**config.mk**
```make
export PLATFORM = sky130hd
export DESIGN_NAME = dmem_axi_arbiter
export DESIGN_NICKNAME = d
export VERILOG_FILES = /design/src/rtl/dmem_axi_arbiter.sv
export SDC_FILE = /design/constraint.sdc
export NUM_CORES = 1
export LEC_CHECK = 0
export CORE_AREA = 2 2 107 109
export CTS_BUF_LIST = sky130_fd_sc_hd__clkbuf_8 sky130_fd_sc_hd__clkbuf_16
export CTS_CLUSTER_SIZE = 16
export DETAILED_ROUTE_END_ITERATION = 8
export DIE_AREA = 0 0 109 111
export GPL_TIMING_DRIVEN = 0
export PLACE_DENSITY = 0.67
export REMOVE_ABC_BUFFERS = 1
export SLEW_MARGIN = 20
export SYNTH_ARGS = -nofsm -noshare
export SYNTH_HDL_FRONTEND = slang
export SYNTH_SLANG_ARGS = --single-unit
```
**constraint.sdc**
```tcl
create_clock -name AXI_ACLK -period 1.8 [get_ports AXI_ACLK]
set_input_delay 0.18 -clock AXI_ACLK [delete_from_list [all_inputs] [get_ports AXI_ACLK]]
set_output_delay 0.18 -clock AXI_ACLK [all_outputs]
set_load 0.1 [all_outputs]
```
**src/rtl/dmem_axi_arbiter.sv**
```systemverilog
// dmem_axi_arbiter: round-robin arbiter giving two AXI4-Lite masters one whole transaction at a time on a shared memory port
module dmem_axi_arbiter #(
  parameter int AXI_AWIDTH = 4,
  parameter int AXI_DWIDTH = 32
) (
  input  logic                    AXI_ACLK,
  input  logic                    AXI_ARESET,
  input  logic [AXI_AWIDTH-1:0]   S0_AWADDR,
  input  logic                    S0_AWVALID,
  output logic                    S0_AWREADY,
  input  logic [AXI_DWIDTH-1:0]   S0_WDATA,
  input  logic [AXI_DWIDTH/8-1:0] S0_WSTRB,
  input  logic                    S0_WVALID,
  output logic                    S0_WREADY,
  output logic [1:0]              S0_BRESP,
  output logic                    S0_BVALID,
  input  logic                    S0_BREADY,
  input  logic [AXI_AWIDTH-1:0]   S0_ARADDR,
  input  logic                    S0_ARVALID,
  output logic                    S0_ARREADY,
  output logic [AXI_DWIDTH-1:0]   S0_RDATA,
  output logic [1:0]              S0_RRESP,
  output logic                    S0_RVALID,
  input  logic                    S0_RREADY,
  input  logic [AXI_AWIDTH-1:0]   S1_AWADDR,
  input  logic                    S1_AWVALID,
  output logic                    S1_AWREADY,
  input  logic [AXI_DWIDTH-1:0]   S1_WDATA,
  input  logic [AXI_DWIDTH/8-1:0] S1_WSTRB,
  input  logic                    S1_WVALID,
  output logic                    S1_WREADY,
  output logic [1:0]              S1_BRESP,
  output logic                    S1_BVALID,
  input  logic                    S1_BREADY,
  input  logic [AXI_AWIDTH-1:0]   S1_ARADDR,
  input  logic                    S1_ARVALID,
  output logic                    S1_ARREADY,
  output logic [AXI_DWIDTH-1:0]   S1_RDATA,
  output logic [1:0]              S1_RRESP,
  output logic                    S1_RVALID,
  input  logic                    S1_RREADY,
  output logic [AXI_AWIDTH-1:0]   M_AWADDR,
  output logic                    M_AWVALID,
  input  logic                    M_AWREADY,
  output logic [AXI_DWIDTH-1:0]   M_WDATA,
  output logic [AXI_DWIDTH/8-1:0] M_WSTRB,
  output logic                    M_WVALID,
  input  logic                    M_WREADY,
  input  logic [1:0]              M_BRESP,
  input  logic                    M_BVALID,
  output logic                    M_BREADY,
  output logic [AXI_AWIDTH-1:0]   M_ARADDR,
  output logic                    M_ARVALID,
  input  logic                    M_ARREADY,
  input  logic [AXI_DWIDTH-1:0]   M_RDATA,
  input  logic [1:0]              M_RRESP,
  input  logic                    M_RVALID,
  output logic                    M_RREADY,
  output logic [1:0]              GRANT,
  output logic                    BUSY
);
  typedef enum logic [2:0] {IDLE, WR, WRESP, RD, RDATA} state_t;
  state_t r_state, w_next;
  logic [1:0] r_grant;
  logic r_ptr, r_aw_done, r_w_done;
  logic w_req0, w_req1, w_win, w_win_aw, w_sel;
  logic w_in_wr, w_in_wresp, w_in_rd, w_in_rdata;
  logic w_aw_hs, w_w_hs, w_b_hs, w_ar_hs, w_r_hs, w_wr_end, w_done;
  logic [AXI_AWIDTH-1:0] w_awaddr, w_araddr;
  logic [AXI_DWIDTH-1:0] w_wdata, w_rdata;
  logic [AXI_DWIDTH/8-1:0] w_wstrb;
  logic [1:0] w_bresp, w_rresp;
  logic w_awvalid, w_wvalid, w_bready, w_arvalid, w_rready;
  logic w_awready, w_wready, w_bvalid, w_arready, w_rvalid;
  assign w_req0 = S0_AWVALID | S0_ARVALID;
  assign w_req1 = S1_AWVALID | S1_ARVALID;
  assign w_win = (w_req0 & w_req1) ? r_ptr : w_req1;
  assign w_win_aw = w_win ? S1_AWVALID : S0_AWVALID;
  assign w_sel = r_grant[1];
  assign w_in_wr = r_state == WR;
  assign w_in_wresp = r_state == WRESP;
  assign w_in_rd = r_state == RD;
  assign w_in_rdata = r_state == RDATA;
  assign w_awaddr = w_sel ? S1_AWADDR : S0_AWADDR;
  assign w_awvalid = w_sel ? S1_AWVALID : S0_AWVALID;
  assign w_wdata = w_sel ? S1_WDATA : S0_WDATA;
  assign w_wstrb = w_sel ? S1_WSTRB : S0_WSTRB;
  assign w_wvalid = w_sel ? S1_WVALID : S0_WVALID;
  assign w_bready = w_sel ? S1_BREADY : S0_BREADY;
  assign w_araddr = w_sel ? S1_ARADDR : S0_ARADDR;
  assign w_arvalid = w_sel ? S1_ARVALID : S0_ARVALID;
  assign w_rready = w_sel ? S1_RREADY : S0_RREADY;
  // a channel that already handshook is closed until the write ends
  assign M_AWVALID = w_in_wr & w_awvalid & ~r_aw_done;
  assign M_AWADDR = w_in_wr ? w_awaddr : '0;
  assign M_WVALID = w_in_wr & w_wvalid & ~r_w_done;
  assign M_WDATA = w_in_wr ? w_wdata : '0;
  assign M_WSTRB = w_in_wr ? w_wstrb : '0;
  assign M_BREADY = w_in_wresp & w_bready;
  assign M_ARVALID = w_in_rd & w_arvalid;
  assign M_ARADDR = w_in_rd ? w_araddr : '0;
  // the memory looks at RREADY already in its ARREADY cycle
  assign M_RREADY = (w_in_rd | w_in_rdata) & w_rready;
  assign w_awready = w_in_wr & M_AWREADY & ~r_aw_done;
  assign w_wready = w_in_wr & M_WREADY & ~r_w_done;
  assign w_bvalid = w_in_wresp & M_BVALID;
  assign w_bresp = w_in_wresp ? M_BRESP : '0;
  assign w_arready = w_in_rd & M_ARREADY;
  assign w_rvalid = w_in_rdata & M_RVALID;
  assign w_rdata = w_in_rdata ? M_RDATA : '0;
  assign w_rresp = w_in_rdata ? M_RRESP : '0;
  assign S0_AWREADY = r_grant[0] & w_awready;
  assign S0_WREADY = r_grant[0] & w_wready;
  assign S0_BVALID = r_grant[0] & w_bvalid;
  assign S0_BRESP = r_grant[0] ? w_bresp : '0;
  assign S0_ARREADY = r_grant[0] & w_arready;
  assign S0_RVALID = r_grant[0] & w_rvalid;
  assign S0_RDATA = r_grant[0] ? w_rdata : '0;
  assign S0_RRESP = r_grant[0] ? w_rresp : '0;
  assign S1_AWREADY = r_grant[1] & w_awready;
  assign S1_WREADY = r_grant[1] & w_wready;
  assign S1_BVALID = r_grant[1] & w_bvalid;
  assign S1_BRESP = r_grant[1] ? w_bresp : '0;
  assign S1_ARREADY = r_grant[1] & w_arready;
  assign S1_RVALID = r_grant[1] & w_rvalid;
  assign S1_RDATA = r_grant[1] ? w_rdata : '0;
  assign S1_RRESP = r_grant[1] ? w_rresp : '0;
  assign w_aw_hs = M_AWVALID & M_AWREADY;
  assign w_w_hs = M_WVALID & M_WREADY;
  assign w_b_hs = M_BREADY & M_BVALID;
  assign w_ar_hs = M_ARVALID & M_ARREADY;
  assign w_r_hs = w_in_rdata & M_RVALID & M_RREADY;
  assign w_wr_end = (r_aw_done | w_aw_hs) & (r_w_done | w_w_hs);
  assign w_done = w_b_hs | w_r_hs;
  assign GRANT = r_grant;
  assign BUSY = r_state != IDLE;
  always_comb begin
    w_next = r_state;
    case (r_state)
      IDLE:    w_next = (w_req0 | w_req1) ? (w_win_aw ? WR : RD) : IDLE;
      WR:      w_next = w_wr_end ? WRESP : WR;
      WRESP:   w_next = w_b_hs ? IDLE : WRESP;
      RD:      w_next = w_ar_hs ? RDATA : RD;
      RDATA:   w_next = w_r_hs ? IDLE : RDATA;
      default: w_next = IDLE;
    endcase
  end
  always_ff @(posedge AXI_ACLK) begin
    if (AXI_ARESET) begin
      r_state <= IDLE;
      r_grant <= '0;
      r_ptr <= 1'b0;
      r_aw_done <= 1'b0;
      r_w_done <= 1'b0;
    end else begin
      r_state <= w_next;
      if (r_state == IDLE && (w_req0 | w_req1)) r_grant <= w_win ? 2'b10 : 2'b01;
      else if (w_done) r_grant <= '0;
      if (w_done) r_ptr <= ~w_sel;
      r_aw_done <= w_in_wr & ~w_wr_end & (r_aw_done | w_aw_hs);
      r_w_done <= w_in_wr & ~w_wr_end & (r_w_done | w_w_hs);
    end
  end
endmodule
```
==> results of run 1 <==
-- worst max path at each step --
stage | end | slack, ps
after floorplan | M_RREADY | -3610
after global placement | S1_RDATA[8] | -3240
after detailed placement | S1_WREADY | -1410
after CTS | S1_RDATA[10] | -50
after global routing | S1_WREADY | -70
final | S1_WREADY | -20
-- placed cells by master, fill, tap and decap left out, types with 4 or more instances in the layout --
cell type	Yosys	layout
and2_4	0	5
buf_12	0	50
nor2_1	56	47
nand2_1	5	5
buf_4	0	40
and3_4	0	7
clkdlybuf4s50_1	0	140
and2_1	72	67
or3_4	0	4
a21oi_1	6	6
nor2_2	0	6
inv_1	6	6
clkbuf_16	0	4
dfxtp_4	0	4
mux2i_1	46	46
buf_6	0	50
-- cell type report --
type | instances | share of cell area, %
timing repair buffer | 290 | 61.3
multi-input combinational | 239 | 30.5
tap | 143 | 3.22
sequential | 8 | 3.18
clock buffer | 3 | 1.35
inverter | 6 | 0.405
clock inverter | 1 | 0.0676
-- stage by stage --
stage / instances / setup TNS (ps) / worst slack [ps] / utilization, % / hold slack (ps)
final: 690 / -74.8 / -20.8 / 50.2 / 589
after CTS: 682 / -767 / -51.8 / 47.7 / 557
after global placement: 665 / -299380 / -3240 / 41.8 / 516
after global routing: 690 / -1270 / -65.2 / 50.2 / 589
after detailed placement: 666 / -147830 / -1410 / 42.0 / 555
after floorplan: 248 / -272800 / -3610 / - / 249
-- report_power, final --
part / switching, W / internal [W]
logic: 0.00158 / 0.000828
clock network: 0.0000914 / 0.000290
registers: 0.0000423 / 0.000197
-- worst max-delay path, cell delays in order (launching register included) --
cell	delay, ps
dfxtp_4	400
or3_4	490
nor2_4	130
and3_4	210
buf_12	170
-- registers in the layout, indices dropped and copies added (netlist names) --
| name | flops |
|---|---|
| r_aw_done | 1 |
| GRANT | 2 |
| r_ptr | 1 |
| r_state | 3 |
| r_w_done | 1 |
-- kinds of logic (layout without fill, tap and decap cells) --
logic type,count (synthesis),count (layout),synth area share [%]
flops,8,8,8.89
compound gates,23,23,9.03
buf+inv,27,300,6.32
simple gates,162,167,48.3
mux,49,49,27.4
-- routing by layer --
layer	part of all wire [%]	routed length, um
met1	35	4420
met2	52	6580
met3	11	1400
met4	1.5	185
met5	0	0
-- repair_timing --
item	CTS	global route
pin swaps	4	3
cloned	5	2
setup endpoints to repair	137	99
resized for setup	990	52
setup buffers	7	6
==> metrics.csv, run 1 <==
stage,metric,value,unit
run_status,status,"complete, but fails checks",
run_status,violations,negative setup slack,
synth,synthDominantCellAreaShare,25.6,%
synth,synth_top_area_cell,mux2i_1,
timing,slew_viol_final,0,
floorplanning,rows,39,
synth,async_flop_share,0,%
timing,worst_slew_pin_slew,974,ps
place,placed_area,4660,um2
routing,drc,0,
timing,fmax,549,MHz
synth,synthFlopType,dfxtp_1,
finish,seq_area,176,um2
clock_network,numCtsBuffers,3,
timing,worst_slack,-20.8,ps
worst_setup_path,reg2reg_depth,5,
timing,slew-limit-headroom,35.3,%
grt,grt_max_degree,36,
synth,yosys_warnings,0,
clock_network,cts.sinks,8,
floorplanning,die_width,109,um
worst_setup_path,arrival,1640,ps
worst_setup_path,regToRegEndpoint,r_ptr,
power_and_ir_drop,power.total,0.00303,W
routing,antenna_left,0,
timing,fin_crit_sh,101,%
grt,grt_pass1_wl,17.6,mm
synth,synth_area_per_cell,6.70,um2
routing,wl_per_cell,18.3,um
synth,synth.distinct_cells,39,
timing,grt_setup_unrepaired,yes,
grt,met3_usage,5.47,%
min_path,holdPathEnd,GRANT[0],
synth,yosysSeqAreaShare,8.89,%
clock_network,cts_hold_buf,0,
finish,multiInputGateArea,1700,um2
timing,clock_skew,2.71,ps
grt,met1_usage,20.7,%
power_and_ir_drop,powerDensity,545,nW/um2
place,gp_congestion,0.779,
worst_setup_path,critPathLaunch,r_state[2],
synth,synth-edff-count,0,
routing,viasPerCell,4.43,
routing,first_pass_iters,4,
finish,diodes,0,
worst_setup_path,r2r_slack,60,ps
finish,filler_cell_count,1031,
synth,ys_seq_elements,8,
clock_network,clock_path_buffers,2,
synth,yosys-top-cells-area,"mux2i_1 26%, and2_1 25%, nor2_1 12%",
worst_setup_path,start_kind,flip-flop,
grt,antenna_found_initial,0,
min_path,hold_depth,2,
worst_setup_path,worstSetupPathType,reg -> out,
power_and_ir_drop,p_leak,2.28,nW
finish,design_area,5560,um2
grt,grt_pass1_vias,3123,
worst_setup_path,critical_path_required,1620,ps
routing,num_vias,3055,
job,drv_cap,0,
min_path,hold_path_startpoint,GRANT[0],
worst_setup_path,reg2reg_from,GRANT[1],
finish,drive_gt1_share,36.0,%
synth,synth.most_common_cell,and2_1,
clock_network,path_clk_slew,40,ps
routing,first_iter_violations,99,
floorplanning,io_pins,275,
synth,synthTopCellsByCount,"72 x and2_1, 56 x nor2_1, 46 x mux2i_1, 11 x clkbuf_1, 10 x buf_2",
routing,routed_wl,12.6,mm
place,portBuffers,274,
finish,fin_nets,689,
synth,synth_area,1800,um2
clock_network,cts_tree,yes,
floorplanning,dieArea,12100,um2
clock_network,clockRootBuffer,clkbuf_16,
timing,hold_viol_final,0,
floorplanning,core_area,11100,um2
worst_setup_path,crit_path_end_kind,output port,
grt,top_usage_layer,met2,
grt,grt_usage,18.9,%
min_path,hp-class,reg -> reg,
floorplanning,start_util,16.3,%
power_and_ir_drop,irDropWorstVdd,0.552,mV
timing,setup-violations-final,5,
clock_network,h-tree-depth,1,
finish,area_delta_synth_final,208,%
floorplanning,die_y,111,um
synth,synthCells,269,
grt,use_met2,35.3,%
worst_setup_path,critPathMaxFanout,16,
clock_network,insertion_delay,230,ps
place,dp_hpwl,8.84,mm
grt,grt-ovfl-total,0,
timing,min_period,1820,ps
Note: power is estimated with default switching activity, not from simulation.
==> inputs of run 2 (changes only) <==
--- a/config.mk
+++ b/config.mk
@@ -5,6 +5,7 @@
 export SDC_FILE = /design/constraint.sdc
 export NUM_CORES = 1
 export LEC_CHECK = 0
+export ABC_AREA = 0
 export CORE_AREA = 2 2 107 109
 export CTS_BUF_LIST = sky130_fd_sc_hd__clkbuf_8 sky130_fd_sc_hd__clkbuf_16
 export CTS_CLUSTER_SIZE = 16
==> results of run 2 <==
Same layout as run 1: the final DEF is identical, and so are final timing and power.
